### config.mk
export PLATFORM = sky130hd
export DESIGN_NAME = btn_debounce
export DESIGN_NICKNAME = d
export VERILOG_FILES = /design/src/rtl/btn_debounce.sv
export SDC_FILE = /design/constraint.sdc
export NUM_CORES = 1
export LEC_CHECK = 0
export ABC_AREA = 1
export BUFFER_PORTS_ARGS = -buffer_cell sky130_fd_sc_hd__buf_2
export CAP_MARGIN = 0
export CORE_MARGIN = 5
export CORE_UTILIZATION = 40
export DETAILED_ROUTE_END_ITERATION = 8
export GPL_TIMING_DRIVEN = 0
export SLEW_MARGIN = 20
export SYNTH_ARGS = -nofsm -noshare
export SYNTH_HDL_FRONTEND = slang
export SYNTH_SLANG_ARGS = --single-unit
### constraint.sdc
create_clock -name clk -period 4.15 [get_ports clk]
set_input_delay 0.83 -clock clk [delete_from_list [all_inputs] [get_ports clk]]
set_output_delay 0.83 -clock clk [all_outputs]
set_load 0.1 [all_outputs]
### src/rtl/btn_debounce.sv
// Push-button conditioner: 2-flop synchroniser, per-channel debounce FSM, press/release pulses, run_en toggle.
// Optional auto-repeat of press pulses is built only when BTN_AUTOREPEAT_EN is defined.
module btn_debounce #(
  parameter int NUM_BTN         = 4,
  parameter int DEBOUNCE_CYCLES = 250000,
  parameter int BTN_ACTIVE_LOW  = 1,
  parameter int START_BTN       = 0,
  parameter int REPEAT_DELAY    = 6250000,
  parameter int REPEAT_PERIOD   = 1250000
) (
  input  logic               clk,
  input  logic               rst,
  input  logic [NUM_BTN-1:0] btn_raw,
  output logic [NUM_BTN-1:0] btn_level,
  output logic [NUM_BTN-1:0] press_pulse,
  output logic [NUM_BTN-1:0] release_pulse,
  output logic               run_en
);

  localparam int CW = (DEBOUNCE_CYCLES > 2) ? $clog2(DEBOUNCE_CYCLES) : 1;
  localparam logic [CW-1:0] CNT_MAX = CW'(DEBOUNCE_CYCLES - 1);

  localparam logic [1:0] ST_IDLE        = 2'd0;
  localparam logic [1:0] ST_PRESS_CHK   = 2'd1;
  localparam logic [1:0] ST_HELD        = 2'd2;
  localparam logic [1:0] ST_RELEASE_CHK = 2'd3;

  if (DEBOUNCE_CYCLES < 2) begin : g_bad_debounce
    $error("btn_debounce: DEBOUNCE_CYCLES must be >= 2");
  end
  if (START_BTN < 0 || START_BTN >= NUM_BTN) begin : g_bad_start
    $error("btn_debounce: START_BTN out of range");
  end
  if (REPEAT_DELAY < 1 || REPEAT_PERIOD < 1) begin : g_bad_repeat
    $error("btn_debounce: REPEAT_DELAY and REPEAT_PERIOD must be >= 1");
  end

`ifdef BTN_AUTOREPEAT_EN
  localparam int RPT_MAX = (REPEAT_DELAY > REPEAT_PERIOD) ? REPEAT_DELAY : REPEAT_PERIOD;
  localparam int RW      = $clog2(RPT_MAX + 1);
  localparam logic [RW-1:0] RPT_FIRST = RW'(REPEAT_DELAY - 1);
  localparam logic [RW-1:0] RPT_NEXT  = RW'(REPEAT_PERIOD - 1);
`endif

  // Polarity is normalised before the synchroniser so "released" is always 0.
  logic [NUM_BTN-1:0] lvl;
  logic [NUM_BTN-1:0] sync1_q;
  logic [NUM_BTN-1:0] sync2_q;
  logic               run_en_q;

  assign lvl = (BTN_ACTIVE_LOW != 0) ? ~btn_raw : btn_raw;

  always_ff @(posedge clk or posedge rst) begin
    if (rst) begin
      sync1_q <= '0;
      sync2_q <= '0;
    end else begin
      sync1_q <= lvl;
      sync2_q <= sync1_q;
    end
  end

  for (genvar i = 0; i < NUM_BTN; i++) begin : g_ch
    logic [1:0]    st_q, st_d;
    logic [CW-1:0] cnt_q, cnt_d;
    logic          lvl_q, lvl_d;
    logic          prs_q, prs_d;
    logic          rel_q, rel_d;
    logic          enter_held;
    logic          s;

    assign s = sync2_q[i];

    always_comb begin
      st_d       = st_q;
      cnt_d      = cnt_q;
      lvl_d      = lvl_q;
      rel_d      = 1'b0;
      enter_held = 1'b0;
      case (st_q)
        ST_IDLE: begin
          if (s) begin
            st_d  = ST_PRESS_CHK;
            cnt_d = '0;
          end
        end
        ST_PRESS_CHK: begin
          if (!s) begin
            st_d = ST_IDLE;
          end else if (cnt_q == CNT_MAX) begin
            st_d       = ST_HELD;
            lvl_d      = 1'b1;
            enter_held = 1'b1;
          end else begin
            cnt_d = cnt_q + CW'(1);
          end
        end
        ST_HELD: begin
          if (!s) begin
            st_d  = ST_RELEASE_CHK;
            cnt_d = '0;
          end
        end
        ST_RELEASE_CHK: begin
          if (s) begin
            st_d = ST_HELD;
          end else if (cnt_q == CNT_MAX) begin
            st_d  = ST_IDLE;
            lvl_d = 1'b0;
            rel_d = 1'b1;
          end else begin
            cnt_d = cnt_q + CW'(1);
          end
        end
        default: st_d = ST_IDLE;
      endcase
    end

`ifdef BTN_AUTOREPEAT_EN
    if (i == START_BTN) begin : g_norpt
      assign prs_d = enter_held;
    end else begin : g_rpt
      // Down-counter: reloads on acceptance, freezes outside HELD so a bounce resumes the cadence.
      logic [RW-1:0] rpt_q, rpt_d;
      logic          rpt_fire;
      logic          stay_held;

      assign stay_held = (st_q == ST_HELD) && s;

      always_comb begin
        rpt_d    = rpt_q;
        rpt_fire = 1'b0;
        if (enter_held) begin
          rpt_d = RPT_FIRST;
        end else if (stay_held) begin
          if (rpt_q == '0) begin
            rpt_fire = 1'b1;
            rpt_d    = RPT_NEXT;
          end else begin
            rpt_d = rpt_q - RW'(1);
          end
        end
      end

      always_ff @(posedge clk or posedge rst) begin
        if (rst) rpt_q <= '0;
        else     rpt_q <= rpt_d;
      end

      assign prs_d = enter_held | rpt_fire;
    end
`else
    assign prs_d = enter_held;
`endif

    always_ff @(posedge clk or posedge rst) begin
      if (rst) begin
        st_q  <= ST_IDLE;
        cnt_q <= '0;
        lvl_q <= 1'b0;
        prs_q <= 1'b0;
        rel_q <= 1'b0;
      end else begin
        st_q  <= st_d;
        cnt_q <= cnt_d;
        lvl_q <= lvl_d;
        prs_q <= prs_d;
        rel_q <= rel_d;
      end
    end

    assign btn_level[i]     = lvl_q;
    assign press_pulse[i]   = prs_q;
    assign release_pulse[i] = rel_q;
  end

  // The start channel never auto-repeats, so every pulse on it is a genuine press.
  always_ff @(posedge clk or posedge rst) begin
    if (rst) run_en_q <= 1'b0;
    else     run_en_q <= run_en_q ^ press_pulse[START_BTN];
  end

  assign run_en = run_en_q;

endmodule

Yosys cells after proc, flatten, opt, wreduce, memory -nomap -nowiden
Index checks and enable logic that the tools add are counted.
- add/subtract/negate cells: 4
- equal/unequal tests: 48
- muxes and demuxes: 92
- bitwise operators: 2
- reductions and logical operators: 20
- operators by type and width (operator ; number):
    2-to-1 mux 18 bit ; 20
    one-hot mux 18 bit (4 select lines) ; 4
    adder 18 x 1 -> 18 bit, second input constant ; 4
    equality test 18 bit, second input constant ; 4
    2-to-1 mux 2 bit ; 24
    inequality test 2 bit, second input constant ; 24
    2-to-1 mux 1 bit ; 36
    one-hot mux 2 bit (4 select lines) ; 4
    AND reduction 4 bit ; 8
    inequality test 3 bit, second input constant ; 8
    AND reduction 5 bit ; 4
    equality test 2 bit, second input constant ; 8
    equality test 2 x 1 -> 1 bit, second input constant ; 4
    logical NOT 2 bit ; 4
    one-hot mux 1 bit (2 select lines) ; 4
    nonzero test 2 bit ; 4
    NOT 4 bit ; 1
    bitwise XOR 1 bit ; 1
- flip-flop bits (word level): 101
- input port bits: 6
- output and inout bits: 13
- logic and storage cells: 189

Depth between registers and ports, before layout
Gate-level depths: netlist of run 1.
- depth in word-level cells: 4
- gate-level depth with buffers: 10
- depth with buffers taken out: 10

Worst setup path after synthesis of run 1
Ideal clock, no wire load.
- path kind: reg2out
- from: reg run_en_q (netlist: run_en)
- to: out run_en
- arrival time: 910 ps
- required time: 3320 ps
- slack: 2410 ps
- stages on the path, launching flop included: 1
- cells stage by stage: dfrtp_1
- RTL lines (item ; RTL line ; source):
    from (decl) ; 49 ; logic run_en_q;
    from (signal assigned) ; 180 ; else run_en_q <= run_en_q ^ press_pulse[START_BTN];
    to (decl) ; 17 ; output logic run_en
No word-level cell between the ends.

Worst setup path after layout of run 1
- from: reg g_ch[0].lvl_q
- to: out btn_level[0]
- RTL lines (item ; RTL line ; source):
    from (decl) ; 66 ; logic lvl_q, lvl_d;
    from (signal assigned) ; 166 ; lvl_q <= lvl_d;
    to (decl) ; 14 ; output logic [NUM_BTN-1:0] btn_level,
No word-level cell between the ends.

==> results.json, run 1 <==
{
  "grt_use_met3_pct": 2.82,
  "grt.busiest_layer": "met2",
  "io_buffers": 18,
  "min_path_type": "flip-flop to flip-flop",
  "cts_buffers": 9,
  "io_pins": 19,
  "postCtsSetupBuffers": 0,
  "antenna_found_initial": 0,
  "num_rows": 44,
  "synth_fp_nets": 788,
  "die_area_um2": 17000,
  "routed_wl_mm": 11.5,
  "synth_area_per_cell_um2": 7.44,
  "tightestPinTransition_ns": 0.490,
  "grt_max_degree": 79,
  "hold_buffers": 0,
  "start_util_pct": 40.3,
  "rsz0062_at_grt": "false",
  "syn_area_um2": 5790,
  "slew_headroom_pct": 67.5,
  "core-area_um2": 14400,
  "start_kind": "flip-flop",
  "grtUsageTotal_pct": 14.9,
  "synth_top_cell_by_area": "dfrtp_1",
  "cts_resized": 0,
  "finalHoldViolCount": 0,
  "cts_max_path_buffers": 2,
  "vias_per_cell": 4.72,
  "clk_pin_slew_ns": 0.07,
  "power.density_nw_per_um2": 320,
  "wl_per_cell_um": 11.6,
  "cpMaxStageDelayCell": "buf_2",
  "whs_ns": 0.349,
  "h-tree-depth": 3,
  "synth_common_cells": "nand2_1, dfrtp_1, nor2_1, inv_1",
  "yosysTopAreaCellShare_pct": 43.7,
  "synth.area.top_cells": "dfrtp_1, nand2_1, nor2_1",
  "timing.setup.tns_ns": 0,
  "ys_warn_count": 0,
  "worstSetupPathType": "flip-flop to primary output",
  "cellLeakagePower_uw": 0.00290,
  "place_congestion": 0.874,
  "dp_slack_ns": 2.40,
  "insertion_delay_ns": 0.36,
  "drt_iter0_markers": 291,
  "post-route-util_pct": 45.1,
  "die_h_um": 130,
  "path_cells": "buf_4 > buf_2",
  "max_cap_viol_count": 0,
  "arrival_ns": 1.24,
  "required_ns": 3.32,
  "fin_crit_ns": 2.07,
  "seq_area_frac_synth_pct": 43.7,
  "drcViolationCount": 0,
  "report.final.slew_viol_count": 0,
  "crit_fanout": 2,
  "synthArstFlopShare_pct": 100,
  "setup_viol": 0,
  "synth_most_common_cell": "nand2_1",
  "yosys_most_used_dff": "dfrtp_1",
  "layout-area-overhead-vs-synth_pct": 11.9,
  "grt_pass1_vias": 4369,
  "vias": 4707,
  "ys_types": 30,
  "syn_inst": 778,
  "final.setup.worst_slack_ns": 2.08,
  "fin_nets": 818,
  "outcome": "complete, no violations",
  "firstDrtPassIters": 4,
  "grt_overflow_total": 0,
  "cts_tree": "yes",
  "drive_gt1_share_pct": 11.7,
  "dp_hpwl_mm": 8.43,
  "die_w_um": 130,
  "diodes": 0,
  "max_freq_ghz": 0.483,
  "clock_skew_ns": 0.00756,
  "ant_nets": 0,
  "peakVddDrop_mv": 0.227,
  "root_buffer": "clkbuf_16",
  "grt_pass1_wl_mm": 20.3,
  "fin_crit_sh_pct": 49.9,
  "crit_path_end_kind": "primary output",
  "grtUsageMet1_pct": 20.8,
  "synth_edf_count": 0,
  "ys_ff_latch": 101,
  "clock-sinks": 101,
  "cp_slowest_stage_delay_ns": 0.41,
  "gr-usage-met2_pct": 22.8
}
[worst max-delay path, delay by kind of cell, from the launching register on]
| family | cells | cell delay, ns |
|---|---|---|
| flops | 1 | 0.37 |
| buf+inv | 2 | 0.52 |
[flip-flops by register name (all words and copies together), names as in the netlist, named ones only]
register	count
run_en	1
g_ch.cnt_q	72
g_ch.lvl_q	4
sync1_q	4
g_ch.rel_q	4
sync2_q	4
g_ch.prs_q	4
g_ch.st_q	4
[routing by layer]
| metal | share of wire (%) | up-vias |
|---|---|---|
| li1 | - | 2490 |
| met1 | 51 | 2136 |
| met2 | 44 | 57 |
| met3 | 3.1 | 24 |
| met4 | 2.1 | 0 |
| met5 | 0 | - |
[cells by family (layout without fill, tap and decap cells)]
kind of cell	after synthesis	count (layout)	share of synthesized area, %
buffers and inverters	111	146	9.06
XOR/XNOR	41	41	6.21
AND/OR/NAND/NOR	449	449	33.5
AO/OA/AOI/OAI	72	72	6.72
flip-flops	101	101	43.7
adder cells (fa/ha/maj)	4	4	0.865
[final timing paths]
path | startpoint | end | slack (ns) | cells past startpoint
max in group asynchronous | rst | g_ch[1].cnt_q[13]$_DFFE_PP0P_ | 3.10 | 3
worst min-delay path | sync1_q[2]$_DFF_PP0_ | sync2_q[2]$_DFF_PP0_ | 0.35 | 0
min in group asynchronous | rst | g_ch[3].cnt_q[6]$_DFFE_PP0P_ | 0.41 | 2
worst min register to register | sync1_q[2]$_DFF_PP0_ | sync2_q[2]$_DFF_PP0_ | 0.35 | 0
worst max-delay path | g_ch[0].lvl_q$_DFFE_PP0P_ | btn_level[0] | 2.08 | 2
worst max register to register | g_ch[0].cnt_q[0]$_DFFE_PP0P_ | g_ch[0].cnt_q[0]$_DFFE_PP0P_ | 2.42 | 9
[final cells by class]
class | count | area [µm²]
fillers | 1436 | 7890
multi-input cells | 566 | 2740
flip-flops and latches | 101 | 2530
inverters | 87 | 332
clock buffers | 11 | 253
well taps | 184 | 230
plain buffers | 24 | 198
repair buffers | 19 | 118
clock inverters | 5 | 82.6
[cell usage in the layout (no fill, tap or decap), types with 2 or more instances in the layout]
cell       instances
nand2_1          237
dfrtp_1          101
nor2_1           100
inv_1             85
nand3_1           53
o21ai_0           53
xor2_1            33
buf_2             22
nand4_1           18
buf_4             14
nor2_2            11
o21ai_1           11
clkbuf_16          9
xnor2_1            8
nand3_2            7
o21ai_2            7
nor3_1             6
buf_6              4
or2_2              4
and2_1             4
ha_1               4
nand3b_1           3
nand2_2            2
clkbuf_8           2
clkinv_4           2
bufinv_16          2
[through the flow]
step	total power [µW]	std cells	area (µm²)
floorplan	1110	778	5790
finish	2070	997	6470
CTS	2100	997	6470
global route	2150	997	6470
detailed placement	1140	981	6140
global placement	1140	980	6110
[where the power goes]
group | internal [µW] | switching [µW] | leakage, µW | total (µW)
Clock | 563 | 387 | 0.000166 | 950
Combinational | 32.9 | 64.7 | 0.00136 | 97.6
Sequential | 1000 | 20.9 | 0.00138 | 1020
No activity file was read; power rests on OpenSTA's default activity.
==> inputs of run 2 (changes only) <==
==> constraint.sdc (replaced) <==
create_clock -name clk -period 2.1 [get_ports clk]
set_input_delay 0.42 -clock clk [delete_from_list [all_inputs] [get_ports clk]]
set_output_delay 0.42 -clock clk [all_outputs]
set_load 0.1 [all_outputs]
==> run 2 against run 1 <==
Clock power rose by 94%. Critical path type is now flip-flop to flip-flop. Critical endpoint is now g_ch[0].cnt_q[0]$_DFFE_PP0P_. Via count grew 0.21%. Combinational power rose by 110%.
==> results.json, run 2 (synthesized netlist as in run 1, its figures left out) <==
{
  "outcome": "complete, no violations",
  "wl_per_cell_um": 11.8,
  "required_ns": 2.34,
  "setup_viol": 0,
  "fin_crit_ns": 1.76,
  "clock_skew_ns": 0.00640,
  "routed_wl_mm": 11.8,
  "slew_headroom_pct": 60.3,
  "drive_gt1_share_pct": 11.9,
  "layout-area-overhead-vs-synth_pct": 12.4,
  "die_h_um": 130,
  "start_util_pct": 40.3,
  "rrSetupSlack_ns": 0.34,
  "mostFrequentLayoutCells": "nand2_1, dfrtp_1, nor2_1, inv_1",
  "start_kind": "flip-flop",
  "cts_buffers": 9,
  "stdcell_count": 999,
  "vias": 4717,
  "r2r_cells": 9,
  "grt_pass1_wl_mm": 20.8,
  "cts_tree": "yes",
  "diodes": 0,
  "insertion_delay_ns": 0.36,
  "clock-sinks": 101,
  "num_rows": 44,
  "tightestPinTransition_ns": 0.595,
  "largest_reg_flops": 72,
  "vias_per_cell": 4.72,
  "die_area_um2": 17000,
  "post-route-util_pct": 45.3,
  "power.density_nw_per_um2": 625,
  "rsz0062_at_grt": "false",
  "die_w_um": 130,
  "grtUsageTotal_pct": 15.3,
  "root_buffer": "clkbuf_16",
  "io_buffers": 18,
  "fin_nets": 820,
  "report.final.slew_viol_count": 0,
  "endpoint": "g_ch[0].cnt_q[0]$_DFFE_PP0P_",
  "drt_iter0_markers": 339,
  "peakVddDrop_mv": 0.390,
  "top_register": "g_ch.cnt_q",
  "grt_max_degree": 30,
  "h-tree-depth": 3,
  "drcViolationCount": 0,
  "r2r-start": "g_ch[0].cnt_q[0]$_DFFE_PP0P_",
  "min_path_type": "primary input to async pin",
  "crit_path_end_kind": "flip-flop",
  "hold_buffers": 0,
  "worstSetupPathType": "flip-flop to flip-flop",
  "clk_pin_slew_ns": 0.07,
  "io_pins": 19,
  "grt_overflow_total": 0,
  "final_common_cell": "nand2_1",
  "firstDrtPassIters": 4,
  "crit_fanout": 10,
  "place_congestion": 0.847,
  "postCtsSetupBuffers": 0,
  "finalHoldViolCount": 0,
  "dp_hpwl_mm": 8.77,
  "cts_resized": 0,
  "max_freq_ghz": 0.568,
  "max_cap_viol_count": 0,
  "cts_max_path_buffers": 2,
  "fin_crit_sh_pct": 83.9,
  "core-area_um2": 14400,
  "arrival_ns": 2.00,
  "cellLeakagePower_uw": 0.00291,
  "crit_start": "g_ch[0].cnt_q[0]$_DFFE_PP0P_",
  "antenna_found_initial": 0,
  "rr_endpoint": "g_ch[0].cnt_q[0]$_DFFE_PP0P_",
  "ant_nets": 0,
  "dp_cells": 983,
  "grt_pass1_vias": 4391
}
-- run 2: layout make-up --
cell class              instances  area, µm²
plain buffers                  24        198
clock buffers                  10        239
clock inverters                 6       86.3
fillers                      1458       7870
inverters                      87        330
multi-input cells             566       2740
flip-flops and latches        101       2530
well taps                     184        230
repair buffers                 21        158
-- run 2: metal layers --
| layer | vias to the layer above | routed length [µm] | GRT usage [%] |
|---|---|---|---|
| met1 | 2157 | 5960 | 21.0 |
| met2 | 46 | 5330 | 23.8 |
| met3 | 13 | 374 | 4.30 |
| met4 | 0 | 166 | 3.97 |
| met5 | - | 0 | 0 |
| li1 | 2501 | - | - |
-- run 2: power breakdown --
group / switching [µW] / internal, µW / leakage [µW]
Sequential: 41.3 / 1980 / 0.00138
Combinational: 130 / 71.7 / 0.00137
Clock: 764 / 1070 / 0.000158
Total: 936 / 3130 / 0.00291
-- run 2: worst max-delay path, stage by stage, from the launching register on --
cell	delay [ns]
dfrtp_1	0.41
ha_1	0.27
inv_1	0.07
nor2_2	0.23
inv_1	0.09
nor2_1	0.10
nand2_1	0.08
nand3_2	0.14
buf_6	0.17
o21ai_0	0.08
-- run 2: through the flow --
step	setup slack [ns]	cell area [µm²]	setup TNS (ns)	total power (µW)	hold slack, ns
6_report	0.339	6500	0	4060	0.125
4_1_cts	0.312	6500	0	4130	0.143
2_1_floorplan	0.476	5790	0	2190	0.331
3_5_place_dp	0.325	6180	0	2270	0.335
3_3_place_gp	-0.273	6110	-26.78	2250	0.334
5_1_grt	0.186	6500	0	4240	0.160
-- run 2: worst min path at each step --
stage	endpoint	slack, ns	depth (start not counted)
finish	g_ch[2].lvl_q$_DFFE_PP0P_	0.13	2
global route	g_ch[2].lvl_q$_DFFE_PP0P_	0.16	2
CTS	g_ch[2].cnt_q[11]$_DFFE_PP0P_	0.14	2
detailed placement	sync2_q[3]$_DFF_PP0_	0.33	0
global placement	sync2_q[2]$_DFF_PP0_	0.33	0
floorplan	sync2_q[0]$_DFF_PP0_	0.33	0
==> inputs of run 3 (changes only) <==
==> constraint.sdc (replaced) <==
create_clock -name clk -period 1.6 [get_ports clk]
set_input_delay 0.32 -clock clk [delete_from_list [all_inputs] [get_ports clk]]
set_output_delay 0.32 -clock clk [all_outputs]
set_load 0.1 [all_outputs]
==> run 3 against run 2 <==
Combinational power is 65% higher. Sequential share of layout area is 1.5 points lower. First-iteration DRC count is 9.1% lower. Clock power is 31% higher. Global-route usage is 0.14 points higher. Critical path depth is 7 lower. Critical path type is now flip-flop to primary output. Core utilization is 1.9 points higher.
==> results.json, run 3 (synthesized netlist as in run 1, its figures left out) <==
{
  "grtUsageTotal_pct": 15.4,
  "largest_reg_flops": 72,
  "cellLeakagePower_uw": 0.00297,
  "crit_path_end_kind": "primary output",
  "core-area_um2": 14400,
  "die_area_um2": 17000,
  "outcome": "complete, no violations",
  "firstDrtPassIters": 4,
  "required_ns": 1.28,
  "dp_hpwl_mm": 8.77,
  "max_cap_viol_count": 0,
  "n_fill_cell": 1430,
  "io_buffers": 18,
  "rr_endpoint": "g_ch[3].cnt_q[5]$_DFFE_PP0P_",
  "dp_cells": 983,
  "worstSetupPathType": "flip-flop to primary output",
  "cts_tree": "yes",
  "finalHoldViolCount": 0,
  "r2r-start": "g_ch[3].cnt_q[0]$_DFFE_PP0P_",
  "insertion_delay_ns": 0.36,
  "diodes": 0,
  "io_pins": 19,
  "whs_ns": 0.0250,
  "min_path_type": "primary input to async pin",
  "drt_iter0_markers": 308,
  "drive_gt1_share_pct": 16.4,
  "grt_overflow_total": 0,
  "start_kind": "flip-flop",
  "ant_nets": 0,
  "die_h_um": 130,
  "report.final.slew_viol_count": 0,
  "root_buffer": "clkbuf_16",
  "crit_fanout": 2,
  "mostFrequentLayoutCells": "nand2_1, dfrtp_1, nor2_1, inv_1, nand3_1",
  "arrival_ns": 1.22,
  "clock-sinks": 101,
  "clk_pin_slew_ns": 0.07,
  "place_congestion": 0.847,
  "fin_nets": 834,
  "h-tree-depth": 3,
  "fin_crit_ns": 1.54,
  "final.setup.worst_slack_ns": 0.0571,
  "fin_crit_sh_pct": 96.4,
  "r2r_cells": 9,
  "grt_max_degree": 30,
  "slew_headroom_pct": 60.6,
  "cts_max_path_buffers": 2,
  "setup_viol": 0,
  "place_area_um2": 6180,
  "vias_per_cell": 4.75,
  "dp_slack_ns": -0.175,
  "top_register": "g_ch.cnt_q",
  "tightestPinTransition_ns": 0.589,
  "antenna_found_initial": 0,
  "power.density_nw_per_um2": 797,
  "cts_buffers": 9,
  "max_freq_ghz": 0.648,
  "die_w_um": 130,
  "num_rows": 44,
  "timing.setup.tns_ns": 0,
  "grt_pass1_wl_mm": 21.1,
  "final_common_cell": "nand2_1",
  "layout-area-overhead-vs-synth_pct": 17.0,
  "start_util_pct": 40.3,
  "fin_area_um2": 6770,
  "grt_pass1_vias": 4452,
  "peakVddDrop_mv": 0.514,
  "routed_wl_mm": 12.2,
  "clock_skew_ns": 0.00600,
  "rrSetupSlack_ns": 0.08,
  "hold_buffers": 0,
  "wl_per_cell_um": 12.1,
  "drcViolationCount": 0,
  "vias": 4816,
  "stdcell_count": 1013
}
## run 3: cell count changes in the layout (fill, tap and decap cells not counted), moves of 4 or more
cell / delta
buf_2: -4
buf_4: +12
dfrtp_1: -4
dfrtp_2: +4
nand3_1: -5
nand3_4: +4
nor2_1: -6
o21ai_0: -15
o21ai_1: +14
## run 3: cell type report
class / count / area, µm² / area share, %
well taps: 184 / 230 / 3.40
repair buffers: 34 / 264 / 3.90
flip-flops and latches: 101 / 2530 / 37.4
plain buffers: 24 / 221 / 3.27
multi-input cells: 567 / 2870 / 42.3
clock buffers: 10 / 239 / 3.53
inverters: 87 / 333 / 4.92
clock inverters: 6 / 86.3 / 1.27
## run 3: repair_timing
| action | 4_1_cts | 5_1_grt |
|---|---|---|
| pin swaps | 0 | 9 |
| setup endpoints to repair | 44 | 70 |
| cloned | 0 | 2 |
| setup buffers | 3 | 9 |
| endpoints found under the hold margin | 0 | 0 |
| gates resized for setup | 9 | 54 |
## run 3: per-stage QoR
step           util (%)  total power [µW]
2_1_floorplan         -              2880
3_3_place_gp       42.5              2960
3_5_place_dp       43.0              2980
4_1_cts            45.7              5450
5_1_grt            47.1              5630
6_report           47.1              5400
## run 3: worst max-delay path, cell delays in order, from the launching register on
cell and delay (ns):
dfrtp_1 0.35, buf_4 0.10, buf_2 0.41
## run 3: how the worst max path moves through the flow
stage	from	to	slack (ns)	cells past startpoint
after floorplan	rst	async pin	0.08	1
after global placement	rst	g_ch[0].cnt_q[13]$_DFFE_PP0P_	-0.67	2
after detailed placement	g_ch[0].cnt_q[0]$_DFFE_PP0P_	g_ch[0].cnt_q[8]$_DFFE_PP0P_	-0.18	9
after CTS	g_ch[0].cnt_q[0]$_DFFE_PP0P_	g_ch[0].cnt_q[14]$_DFFE_PP0P_	0.01	9
after global routing	g_ch[2].cnt_q[0]$_DFFE_PP0P_	g_ch[2].cnt_q[10]$_DFFE_PP0P_	-0.01	7
final	g_ch[1].lvl_q$_DFFE_PP0P_	btn_level[1]	0.06	2
## run 3: where the power goes
group	leakage (µW)	total, µW	switching, µW	internal [µW]
Combinational	0.00145	334	197	137
Clock	0.000158	2410	997	1410
Sequential	0.00137	2660	54.9	2600
## run 3: metal layers
metal | GRT usage, % | vias to the layer above | share of wire (%)
met5 | 0 | - | 0
met4 | 3.97 | 0 | 1.1
met3 | 4.30 | 9 | 3.6
met2 | 24.1 | 56 | 46
met1 | 21.2 | 2230 | 49
li1 | - | 2521 | -
